**src/rtl/axis_rx_fifo.sv**
```systemverilog
// First-word-fall-through AXI-Stream FIFO between the UART receive stream and
// the byte-to-word adapter, with occupancy and almost-full status.
module axis_rx_fifo #(
  parameter int DATA_WIDTH  = 8,
  parameter int DEPTH       = 16,
  parameter int AFULL_LEVEL = 12
) (
  input  logic                         clk,
  input  logic                         rst,
  input  logic [DATA_WIDTH-1:0]        s_axis_tdata,
  input  logic                         s_axis_tvalid,
  output logic                         s_axis_tready,
  output logic [DATA_WIDTH-1:0]        m_axis_tdata,
  output logic                         m_axis_tvalid,
  input  logic                         m_axis_tready,
  output logic [$clog2(DEPTH+1)-1:0]   count,
  output logic                         almost_full,
  output logic                         full,
  output logic                         empty
);

  localparam int AW = $clog2(DEPTH);
  localparam int CW = $clog2(DEPTH + 1);

  logic [DATA_WIDTH-1:0] mem_q [DEPTH];
  logic [AW-1:0]         wr_ptr_q, wr_ptr_d;
  logic [AW-1:0]         rd_ptr_q, rd_ptr_d;
  logic [CW-1:0]         count_q, count_d;
  logic                  tready_q, tready_d;
  logic                  tvalid_q, tvalid_d;
  logic                  push, pop;

  // Handshakes use only registered flags, so tready never depends on inputs.
  always_comb begin
    push     = s_axis_tvalid && tready_q;
    pop      = tvalid_q && m_axis_tready;
    wr_ptr_d = wr_ptr_q;
    rd_ptr_d = rd_ptr_q;
    count_d  = count_q;
    if (push) begin
      wr_ptr_d = wr_ptr_q + AW'(1);
    end
    if (pop) begin
      rd_ptr_d = rd_ptr_q + AW'(1);
    end
    case ({push, pop})
      2'b10:   count_d = count_q + CW'(1);
      2'b01:   count_d = count_q - CW'(1);
      default: count_d = count_q;
    endcase
    tready_d = !(count_d == CW'(DEPTH));
    tvalid_d = (count_d != '0);
  end

  always_ff @(posedge clk) begin
    if (rst) begin
      wr_ptr_q <= '0;
      rd_ptr_q <= '0;
      count_q  <= '0;
      tready_q <= 1'b0;
      tvalid_q <= 1'b0;
    end else begin
      wr_ptr_q <= wr_ptr_d;
      rd_ptr_q <= rd_ptr_d;
      count_q  <= count_d;
      tready_q <= tready_d;
      tvalid_q <= tvalid_d;
    end
  end

  // Storage is deliberately not reset; stale entries are unreachable after rst.
  always_ff @(posedge clk) begin
    if (push && !rst) begin
      mem_q[wr_ptr_q] <= s_axis_tdata;
    end
  end

  assign s_axis_tready = tready_q;
  assign m_axis_tvalid = tvalid_q;
  assign m_axis_tdata  = mem_q[rd_ptr_q];
  assign count         = count_q;
  assign almost_full   = (count_q >= CW'(AFULL_LEVEL));
  assign full          = (count_q == CW'(DEPTH));
  assign empty         = (count_q == '0);

endmodule

```
**config.mk**
```make
export PLATFORM = sky130hd
export DESIGN_NAME = axis_rx_fifo
export DESIGN_NICKNAME = d
export VERILOG_FILES = /design/src/rtl/axis_rx_fifo.sv
export SDC_FILE = /design/constraint.sdc
export NUM_CORES = 1
export LEC_CHECK = 0
export BUFFER_PORTS_ARGS = -buffer_cell sky130_fd_sc_hd__buf_2
export CORE_MARGIN = 2
export CORE_UTILIZATION = 50
export CTS_BUF_LIST = sky130_fd_sc_hd__clkbuf_16
export DETAILED_ROUTE_END_ITERATION = 10
export GPL_TIMING_DRIVEN = 1
export MAX_ROUTING_LAYER = met4
export PLACE_DENSITY = 0.67
export SLEW_MARGIN = 5
export SYNTH_ARGS = -nofsm -noshare
export SYNTH_HDL_FRONTEND = slang
export SYNTH_SLANG_ARGS = --single-unit
```
**constraint.sdc**
```tcl
create_clock -name clk -period 3.6 [get_ports clk]
set_input_delay 0.72 -clock clk [delete_from_list [all_inputs] [get_ports clk]]
set_output_delay 0.72 -clock clk [all_outputs]
set_load 0.01 [all_outputs]
```
=== Word level (Yosys, flattened, before mapping) ===
Memories as Yosys holds them, arrays and structs flattened. A register that Yosys moved wholly into a read port is not among the register bits.
Cells that the tools add are included.

* Add/subtract/negate cells: 4
* Multipliers: 0
* Div/mod/pow operators: 0
* Magnitude comparators: 1
* Equality and inequality tests: 4
* Shifts and indexed selects: 0
* Multiplexer cells: 5
* Bitwise operators: 0
* Reduce and logical (&&, ||, !) cells: 7

{| class="wikitable"
|+ Operators by type and width
! kind !! number
|-
| == test 5 bit (second input constant) || 2
|-
| one-hot mux 5 bit (2 select lines) || 1
|-
| adder 4 x 1 -> 4 bit (second input constant) || 2
|-
| 2-to-1 mux 4 bit || 2
|-
| adder 5 x 1 -> 5 bit (second input constant) || 1
|-
| greater-or-equal comparator 5 x 4 -> 1 bit (second input constant) || 1
|-
| logical NOT 5 bit || 1
|-
| nonzero test 5 bit || 1
|-
| subtractor 5 x 1 -> 5 bit (second input constant) || 1
|-
| logical AND 1 bit || 3
|-
| == test 2 x 1 -> 1 bit (second input constant) || 1
|-
| == test 2 bit (second input constant) || 1
|-
| logical NOT 1 bit || 2
|-
| 2-to-1 mux 1 bit || 2
|}

* Register bits: 15
* Latch bits: 0
* Memory bits (writable): 128
* Memory bits (read-only): 0
* Input port bits: 12
* Output and inout port bits: 18
* Word-level logic and storage cells: 27
* Memories kept: 1

{| class="wikitable"
|+ Memory list
! memory !! words !! width !! read ports !! clocked after Yosys merged registers in !! wr ports !! line !! text
|-
| mem_q || 16 || 8 || 1 || 1 || 1 || 25 || <nowiki>logic [DATA_WIDTH-1:0] mem_q [DEPTH];</nowiki>
|}

=== Longest topological paths before layout ===
Gate-level depths: netlist of the first run.

* Depth in word-level cells: 5
* Mapped depth: 11

=== Least setup slack after synthesis of the first run ===
OpenSTA, ideal clock, no wires.

* Kind: input -> register
* Start point: input port s_axis_tvalid
* End point: register tvalid_q (netlist: m_axis_tvalid)
* Data arrival time: 2.589 ns
* Required time: 3.469 ns
* Setup slack: 0.880 ns
* Cell stages on the path: 11
* Cells stage by stage: and2_1 -> clkbuf_1 -> inv_1 -> ha_1 -> xor2_1 -> ha_1 -> a21oi_1 -> mux2i_1 -> xor2_1 -> nor2b_1 -> a31oi_1

* Longest elaborated chain between the ends: 4
* Elaborated cells on any way between the ends: 5
* Classes of those cells: eq/ne (2); mux (1); reduce/logical (2)

{| class="wikitable"
|+ Ends and longest elaborated chain
! item !! line !! text
|-
| start, declared || 11 || <nowiki>input logic s_axis_tvalid,</nowiki>
|-
| logical AND 1 bit (*) || 35 || <nowiki>push = s_axis_tvalid && tready_q;</nowiki>
|-
| == test 2 x 1 -> 1 bit / == test 2 bit (equally long branches) || 46 || <nowiki>case ({push, pop})</nowiki>
|-
| one-hot mux 5 bit (2 select lines) (*) || 46 ||
|-
| nonzero test 5 bit (*) || 52 || <nowiki>tvalid_d = (count_d != '0);</nowiki>
|-
| end signal, assigned || 67 || <nowiki>tvalid_q <= tvalid_d;</nowiki>
|-
| end, declared || 30 || <nowiki>logic tvalid_q, tvalid_d;</nowiki>
|}

Every way passes the cells marked *; elsewhere a longest branch is shown, timed or not.
A chain may end at the register's enable or synchronous reset.

==> results.toml, run 1 <==
[clock_tree]
clockBufferDepth = 2
numCtsBuffers = 17
postCtsSetupBuffers = 0
cts_hold_buffers = 0
ctsRootBufferMaster = "clkbuf_16"
tritoncts_clock_tree = "yes"
worst_setup_hold_path_clk_slew_ns = 0.06
cts_h_tree_depth = 4
cts.repair.resized = 0
clock_sink_count = 147
clk_latency_ns = 0.41

[die]
die_h_um = 112.7
rows = 39
start_util_pct = 51.55
core_area_um2 = 11470
num_io_pins = 30
die-area_um2 = 12710
die_w_um = 112.7

[logic_synthesis]
syn_inst = 301
yosys.area.top_type = "edfxtp_1"
yosysWarnings = 0
postSynthNetCount = 321
netlist_top_cells_area = "edfxtp_1 65%, mux4_1 11%, dfxtp_1 6.4%, mux4_2 6.1%, nor2_1 2.0%"
synth.avg_cell_area_um2 = 19.64
synth_xor_xnor_area_share_pct = 1.778
synth-edff-count = 128
synth_top_family_by_area = "multiplexers"
synth-compound-area-share_pct = 1.481
synth.yosys.seq_area_share_pct = 71.45
synth_fa_ha_area_share_pct = 1.693
ys_ff_latch = 147
simple_gate_fraction_of_synth_area_pct = 4.444
async_reset_ff_share_pct = 0
postSynth.topFlopCell = "edfxtp_1"
post-synth-top-area-fraction_pct = 65.02
synth.area.mux_share_pct = 17.10
ys_types = 32
synth.cell_area_um2 = 5912

[grt]
grt_overflow = 0
via_count_of_the_first_global_routing_pass = 2920
gr-usage-all-layers_pct = 19.87
maximum_number_of_pins_on_one_net_before_global_route_repair = 33
first_pass_grt_wire_length_mm = 17.37
antenna_found_initial = 1

[power]
pwr_density_cell_nw_per_um2 = 613.2
p_int_mw = 3.284
totalPowerFinal_mw = 4.221
max-vdd-ir-drop_mv = 0.3661
netSwitchingPower_uw = 937.4
switching_share_pct = 22.21
pwr-share-seq_pct = 45.7
p_leak_nw = 2.356
clock_power_share_pct = 42.4
share_comb_of_total_power_pct = 11.9

[placed_design]
dp_worst_setup_slack_ns = 0.6875
post-dp-hpwl_mm = 6.657
place_congestion = 0.8020
buffer_ports.inserted = 29

[worst_setup_path]
r2r.worst_path.cells = 10
highest_fanout_seen_on_the_critical_path = 32
path_cells = "buf_12, mux4_1, mux4_2, buf_2"
cp_num_cells = 4
cp-start-kind = "flip-flop"
worst-endpoint-arrival_ns = 2.31
cp-end-kind = "primary output"
timing.critical_path.slowest_stage_cell = "mux4_1"
critical-path-top-delay-family = "multiplexers"
critPathKind = "flip-flop to primary output"
critical_path_required_ns = 2.88
cp_slowest_stage_delay_ns = 0.60
cp.buffers_inverters = 2

[layout]
area.sequential_um2 = 4225
most_frequent_standard_cell_in_the_layout_excluding_fill_and_tap_cells = "edfxtp_1"
flow.area_growth_from_synthesis_pct = 16.44
mostFrequentLayoutCells = "128 x edfxtp_1, 32 x nor2_1, 29 x buf_2, 24 x mux4_1, 18 x dfxtp_1"
final_nets = 371
post_route_cells_drive_above_1_share_pct = 25.27
multi_input_area_um2 = 1567
final.fill_count = 817

[drt]
detail_route.wl_per_cell_um = 22.41
post-route-drc-count = 0
routed_wl_mm = 11.38
route.antenna.remaining_nets = 0
drtPass1Iterations = 4
avgViaCountPerCell = 5.730
num_vias = 2911
drtIter0Drc = 252

[timing]
final.period_utilization_pct = 84.15
slew_viol_final = 0
setup_slack_ns = 0.5705
max_clock_freq_ghz = 0.3301
setup-violations-final = 0
grt_setup_unrepaired = "false"
timing.clock.skew_ns = 0.005464
timing.slew.headroom_pct = 47.48
finalSetupTns_ns = 0
worst_pin_slew_ns = 0.7849
finalCriticalPeriod_ns = 3.030
total_count_of_hold_check_failures_in_the_final_report = 0

[min_path]
hp-class = "flip-flop to flip-flop"
hold-path-cell-count = 2

[flow_run]
drv_cap = 0

[outcome]
outcome = "complete, no violations"
==> worst paths after layout <==
path              slack (ns)                        to                     start
setup / recovery        0.57           m_axis_tdata[4]                 flip-flop
hold / removal          0.52  rd_ptr_q[1]$_SDFFE_PP0N_  rd_ptr_q[1]$_SDFFE_PP0N_
setup reg to reg        1.14  m_axis_tvalid$_SDFF_PP0_  s_axis_tready$_SDFF_PP0_
hold reg to reg         0.52  rd_ptr_q[1]$_SDFFE_PP0N_  rd_ptr_q[1]$_SDFFE_PP0N_
==> flip-flops by register name, indices dropped and copies added (netlist names), named ones only <==
signal and flops:
s_axis_tready 1, rd_ptr_q 4, m_axis_tvalid 1, count 5, wr_ptr_q 4, mem_q 128
==> worst min-delay path, stage by stage, from the launching register on <==
cell and delay [ns]:
dfxtp_1 0.33, nand2b_1 0.07, a21oi_1 0.07
==> synth_stat cells (2+ instances only) <==
cell type / instances
a21o_1: 2
a21oi_1: 4
a31oi_1: 3
and2_1: 3
buf_1: 5
buf_8: 2
clkbuf_1: 7
dfxtp_1: 19
edfxtp_1: 128
ha_1: 8
inv_1: 4
mux2i_1: 2
mux4_1: 24
mux4_2: 16
nand2_1: 10
nand3b_1: 3
nand4_1: 2
nor2_1: 32
nor2b_1: 3
o21ai_1: 2
xnor2_1: 4
xor2_1: 8
==> area by class of cell <==
class / count / area share (%)
repair buffers: 47 / 4.253
flip-flops and latches: 147 / 61.38
multi-input cells: 134 / 22.76
clock inverters: 15 / 2.581
inverters: 4 / 0.2181
diodes: 1 / 0.03635
clock buffers: 17 / 6.180
well taps: 143 / 2.599
==> metal layers <==
metal	share of wire (%)	track usage [%]
met1	45	27.79
met3	6.1	6.213
met2	47	28.26
met4	1.7	6.504
met5	0	-
==> power by group through the flow <==
stage                     Clock, mW  Combinational, mW  Sequential [mW]
after global routing           1.89              0.550             1.94
final                          1.79              0.501             1.93
after floorplan                   0              0.392             1.96
after detailed placement          0              0.506             1.97
after CTS                      1.82              0.511             1.93
after global placement            0              0.499             1.96
==> logic make-up (layout without fill, tap and decap cells) <==
family | Yosys count | in the layout
flip-flops | 147 | 147
AND/OR/NAND/NOR | 58 | 58
multiplexers | 42 | 42
buffers and inverters | 20 | 83
AO/OA/AOI/OAI | 14 | 14
XOR/XNOR | 12 | 12
adder cells (fa/ha/maj) | 8 | 8
other | 0 | 1
==> per-stage QoR <==
stage               cells  cell area (µm²)  hold WS, ns  util (%)
finish                508             6884       0.5214     60.03
global route          508             6884       0.5563     60.03
detailed placement    475             6279       0.5206     54.75
floorplan             301             5912       0.4817         -
CTS                   507             6882       0.5287     60.01
global placement      475             6279       0.4967     54.75
Power figures use the tool's default switching activity.
==> run 2, diff against run 1 <==
Settings changed: ABC_AREA set to 1, PLACE_DENSITY 0.67 to 0.7.
Clock period 3.6 ns to 2.73 ns, I/O delays scaled along.
==> run 2 against run 1 <==
  * Setup slack lost 0.38 ns
  * Global-route usage grew 2.4 points
  * Clock power up 16%
  * Combinational power grew to 2.6 times the previous value
  * Final area is 1.6% higher
  * Worst hold slack got worse by 0.11 ns
  * Via count grew 42%
  * Critical path type unchanged
  * Largest cell class unchanged
  * Largest power group unchanged
  * Highest routed layer unchanged
==> results.toml, run 2 <==
[outcome]
outcome = "complete, no violations"

[clock_tree]
postCtsSetupBuffers = 0
clockBufferDepth = 2
worst_setup_hold_path_clk_slew_ns = 0.06
cts_hold_buffers = 0
tritoncts_clock_tree = "yes"
clk_latency_ns = 0.41
cts.repair.resized = 0
clock_sink_count = 147
cts_h_tree_depth = 4
ctsRootBufferMaster = "clkbuf_16"
numCtsBuffers = 17

[timing]
slew_viol_final = 0
timing.slew.headroom_pct = 52.39
worst_pin_slew_ns = 0.7116
max_clock_freq_ghz = 0.3939
final.period_utilization_pct = 92.99
total_count_of_hold_check_failures_in_the_final_report = 0
finalSetupTns_ns = 0
grt_setup_unrepaired = "false"
finalCriticalPeriod_ns = 2.539
setup-violations-final = 0
timing.clock.skew_ns = 0.006559

[layout]
antennaDiodeCount = 0
most_frequent_standard_cell_in_the_layout_excluding_fill_and_tap_cells = "edfxtp_1"
final.fill_count = 947
registers.top_by_ff_count = "mem_q"
final_nets = 589
mostFrequentLayoutCells = "128 x edfxtp_1, 122 x nor2_1, 71 x o21ai_0, 44 x nand2_1, 33 x o211ai_1"
final_design_instance_area_without_fill_um2 = 6993
flow.area_growth_from_synthesis_pct = 14.67
post_route_cells_drive_above_1_share_pct = 14.97
largest_register_ff_count = 128
final_cell_count_without_fillers = 728

[worst_setup_path]
critical_path_required_ns = 2.18
cp-start-kind = "flip-flop"
highest_fanout_seen_on_the_critical_path = 32
reg2reg_slack_ns = 0.56
critPathKind = "flip-flop to primary output"
cp-end-kind = "primary output"
worst-endpoint-arrival_ns = 1.99

[logic_synthesis]
netlist_top_cells_area = "edfxtp_1 63%, nor2_1 7.5%, dfxtp_1 6.2%, o21ai_0 5.8%, o211ai_1 4.1%"
async_reset_ff_share_pct = 0
ys_ff_latch = 147
ys_types = 30
postSynth.topFlopCell = "edfxtp_1"
synth.cell_area_um2 = 6098
yosys.area.top_type = "edfxtp_1"
synth.avg_cell_area_um2 = 11.55
synth.yosys.seq_area_share_pct = 69.27
post-synth-top-area-fraction_pct = 63.03
synth-edff-count = 128
syn_inst = 528
synth_commonest_cells = "128 x edfxtp_1, 122 x nor2_1, 71 x o21ai_0"
postSynthNetCount = 548
synth.most_common_cell = "edfxtp_1"
yosysWarnings = 0

[grt]
maximum_number_of_pins_on_one_net_before_global_route_repair = 65
via_count_of_the_first_global_routing_pass = 3975
grt_overflow = 0
first_pass_grt_wire_length_mm = 21.06
gr-usage-all-layers_pct = 22.26
antenna_found_initial = 0

[die]
die-area_um2 = 13100
start_util_pct = 50.98
num_io_pins = 30
rows = 40
core_area_um2 = 11960
die_w_um = 114.4
die_h_um = 114.4

[drt]
post-route-drc-count = 0
num_vias = 4148
route.antenna.remaining_nets = 0
drtIter0Drc = 432
avgViaCountPerCell = 5.698
routed_wl_mm = 13.21
detail_route.wl_per_cell_um = 18.14
drtPass1Iterations = 6

[placed_design]
postPlaceCellArea_um2 = 6451
post-dp-hpwl_mm = 8.283
buffer_ports.inserted = 29
numPlacedInstances = 697
place_congestion = 0.8710

[power]
pwr_density_cell_nw_per_um2 = 859.8
p_leak_nw = 2.490
max-vdd-ir-drop_mv = 0.4757
totalPowerFinal_mw = 6.013

[min_path]
hp-class = "primary input to flip-flop"

[flow_run]
drv_cap = 0
[run 2: cell count changes in the layout (fill, tap and decap cells not counted), sizes merged, moves of 7 or more]
cell and change:
xor2 -7, inv +23, o21ai +76, nor2 +92
nand3 +23, o211ai +33, mux4 -40, nand2 +34
[run 2: worst max-delay path, stage by stage, from the launching register on]
cell and delay [ns]:
dfxtp_2 0.35, inv_6 0.20, buf_12 0.22, nor2_1 0.06, nor2_1 0.08, o21ai_0 0.11, o211ai_1 0.15, o211ai_1 0.15
nand2_1 0.09, buf_2 0.13
[run 2: metrics by stage]
step	hold slack, ns	setup slack [ns]	utilization, %
finish	0.4095	0.1914	58.46
global route	0.4191	0.03332	58.46
CTS	0.4022	0.1086	58.41
detailed placement	0.4491	0.2834	53.93
global placement	0.4287	0.3861	53.93
floorplan	0.4115	0.6221	-
[run 2: path summary, 6_finish.rpt]
check	from	to	cells after the start
worst min-delay path	rst	wr_ptr_q[2]$_SDFFE_PP0P_	2
worst max-delay path	flip-flop	m_axis_tdata[2]	9
worst max register to register	m_axis_tvalid$_SDFF_PP0_	s_axis_tready$_SDFF_PP0_	12
worst min register to register	rd_ptr_q[3]$_SDFFE_PP0N_	flip-flop	1
[run 2: cell type report]
cell class	instances	area, µm²	area share, %
Sequential cell	147	4227	60.44
Multi-Input combinational cell	328	1619	23.15
Clock buffer	19	475.5	6.799
Timing Repair Buffer	49	324.1	4.634
Tap cell	147	183.9	2.630
Inverter	26	103.9	1.485
Clock inverter	12	60.06	0.8588
[run 2: kinds of logic (layout without fill, tap and decap cells)]
group	count (synthesis)	after routing	share of synthesized area, %
simple gates	197	197	13.15
flops	147	147	69.27
compound gates	121	121	11.47
buf+inv	53	106	4.185
fa+ha+maj	8	8	1.641
xor+xnor	2	2	0.2873
[run 2: where the power goes]
part           leakage (nW)  internal, mW  switching, mW
sequential             1.31          2.54         0.0870
combinational         0.906         0.453          0.851
clock                 0.275          1.24          0.840
[run 2: routing by layer]
layer	GRT usage, %	share of wire, %	up-vias
li1	-	-	1956
met1	28.16	43	2020
met2	34.99	48	146
met3	4.764	5.9	26
met4	9.512	2.5	0
met5	-	0	-
==> run 3, diff against run 2 <==
Settings changed: BUFFER_PORTS_ARGS -buffer_cell sky130_fd_sc_hd__buf_2 to unset, DONT_BUFFER_PORTS set to 1, GPL_TIMING_DRIVEN 1 to unset, PLACE_DENSITY 0.7 to 0.68.
Clock period 2.73 ns to 2.2 ns, I/O delays scaled along.
==> run 3 against run 2 <==
  * The flow now finishes with violations (setup timing)
  * Sequential power up 26%
  * Clock power rose by 38%
  * Via count decreased by 2.6%
  * Routed wire length rose by 2.2%
  * Sequential share of layout area fell by 1.7 points
  * Largest power group unchanged
==> results.toml, run 3 (synthesis gave the netlist of run 2 again) <==
[placed_design]
place_congestion = 0.9109
post-dp-hpwl_mm = 8.615
buffer_ports.inserted = 0
numPlacedInstances = 687

[layout]
final_cell_count_without_fillers = 724
mostFrequentLayoutCells = "128 x edfxtp_1, 118 x nor2_1, 61 x o21ai_0, 36 x nand2_1"
final.fill_count = 904
multi_input_area_um2 = 1652
final_nets = 584
flow.area_growth_from_synthesis_pct = 18.16
antennaDiodeCount = 0
area.sequential_um2 = 4232
most_frequent_standard_cell_in_the_layout_excluding_fill_and_tap_cells = "edfxtp_1"
final_core_utilization_pct = 60.24
post_route_cells_drive_above_1_share_pct = 17.16
registers.top_by_ff_count = "mem_q"
largest_register_ff_count = 128

[power]
pwr_density_cell_nw_per_um2 = 1080
max-vdd-ir-drop_mv = 0.6870
p_leak_nw = 2.534

[timing]
total_count_of_hold_check_failures_in_the_final_report = 0
timing.slew.headroom_pct = 71.87
final.period_utilization_pct = 101.1
setup-violations-final = 1
finalCriticalPeriod_ns = 2.225
grt_setup_unrepaired = "true"
max_clock_freq_ghz = 0.4494
finalSetupTns_ns = -0.02503
setup_slack_ns = -0.02503
timing.clock.skew_ns = 0.005848
worst_pin_slew_ns = 0.4214
slew_viol_final = 0

[die]
core_area_um2 = 11960
start_util_pct = 50.98
die_h_um = 114.4
num_io_pins = 30
die_w_um = 114.4
rows = 40
die-area_um2 = 13100

[worst_setup_path]
cp-end-kind = "primary output"
highest_fanout_seen_on_the_critical_path = 13
critical_path_required_ns = 1.76
r2r.worst_path.cells = 12
crit_path_frequent_cell = "nor2_1"
timing.critical_path.slowest_stage_cell = "dfxtp_4"
path_cells = "inv_12, buf_8, nor2_1, nor2_1, o21ai_0, o21ai_1, o211ai_1, nand2_2"
critPathKind = "flip-flop to primary output"
cp-start-kind = "flip-flop"
worst-endpoint-arrival_ns = 1.79
cp_slowest_stage_delay_ns = 0.45

[clock_tree]
numCtsBuffers = 17
tritoncts_clock_tree = "yes"
ctsRootBufferMaster = "clkbuf_16"
worst_setup_hold_path_clk_slew_ns = 0.06
clockBufferDepth = 2
cts_h_tree_depth = 4
clock_sink_count = 147
clk_latency_ns = 0.42

[drt]
route.antenna.remaining_nets = 0
detail_route.wl_per_cell_um = 18.65
num_vias = 4042
drtIter0Drc = 443
post-route-drc-count = 0
routed_wl_mm = 13.50
drtPass1Iterations = 5
avgViaCountPerCell = 5.583

[grt]
antenna_found_initial = 0
grt_overflow = 0
gr-usage-all-layers_pct = 22.94
maximum_number_of_pins_on_one_net_before_global_route_repair = 31
first_pass_grt_wire_length_mm = 21.72
via_count_of_the_first_global_routing_pass = 3983

[outcome]
outcome = "finished with violations"
violations = "setup timing"

[min_path]
hold-path-cell-count = 1
hp-class = "primary input to flip-flop"

[flow_run]
drv_cap = 0
==> run 3: cell count changes in the layout (fill, tap and decap cells not counted), sizes merged <==
| cell | previous run | this run |
|---|---|---|
| inv | 30 | 33 |
| buf | 49 | 43 |
| clkinvlp | 1 | 2 |
| clkinv | 7 | 3 |
| clkbuf | 19 | 21 |
==> run 3: what timing repair did <==
item                                    in CTS  in global routing
buffers inserted                             4                  0
gates resized for setup                     12                 29
hold buffers                                 0                  0
pin swaps                                    2                 15
cloned                                       1                  0
endpoints found under the setup margin       8                 11
==> run 3: power breakdown <==
group          switching [mW]  total, mW  internal, mW
registers               0.163       3.32          3.16
clock network            1.14       2.86          1.72
logic                   0.988       1.61         0.618
==> run 3: area by class of cell <==
| type | instances | area share (%) |
|---|---|---|
| Sequential cell | 147 | 58.73 |
| Multi-Input combinational cell | 328 | 22.92 |
| Clock buffer | 21 | 7.293 |
| Timing Repair Buffer | 43 | 5.713 |
| Tap cell | 147 | 2.553 |
| Inverter | 26 | 1.545 |
| Clock inverter | 11 | 1.129 |
| Timing Repair inverter | 1 | 0.1215 |
==> run 3: worst paths after layout <==
| check | from | end | slack (ns) |
|---|---|---|---|
| hold reg to reg | rd_ptr_q[3]$_SDFFE_PP0N_ | flip-flop | 0.45 |
| hold / removal | rst | count[0]$_SDFF_PP0_ | 0.08 |
| setup reg to reg | m_axis_tvalid$_SDFF_PP0_ | m_axis_tvalid$_SDFF_PP0_ | 0.22 |
| setup / recovery | flip-flop | m_axis_tdata[5] | -0.03 |
==> run 3: critical path, delay by kind of cell (launching register included) <==
kind,cells,cell delay [ns]
DFF,1,0.45
AOI/OAI and AO/OA,3,0.43
and+or+nand+nor,3,0.27
buffers and inverters,2,0.22
==> run 3: stage by stage <==
stage	total power, mW	setup slack (ns)	instance area [µm²]	hold slack [ns]
finish	7.784	-0.02503	7206	0.08243
global route	8.130	-0.1642	7206	0.07038
CTS	7.750	-0.002524	7141	0.07385
detailed placement	4.813	0.1435	6449	0.4448
global placement	4.776	0.1841	6449	0.4278
floorplan	4.422	0.1981	6098	0.4115
==> run 3: per-layer routing <==
| metal | routed length, µm | up-vias | GRT usage (%) | part of all wire (%) |
|---|---|---|---|---|
| li1 | - | 1947 | - | - |
| met2 | 6625 | 144 | 35.11 | 49 |
| met4 | 154 | 0 | 7.317 | 1.1 |
| met3 | 899 | 17 | 5.664 | 6.7 |
| met1 | 5823 | 1934 | 30.47 | 43 |
| met5 | 0 | - | - | 0 |
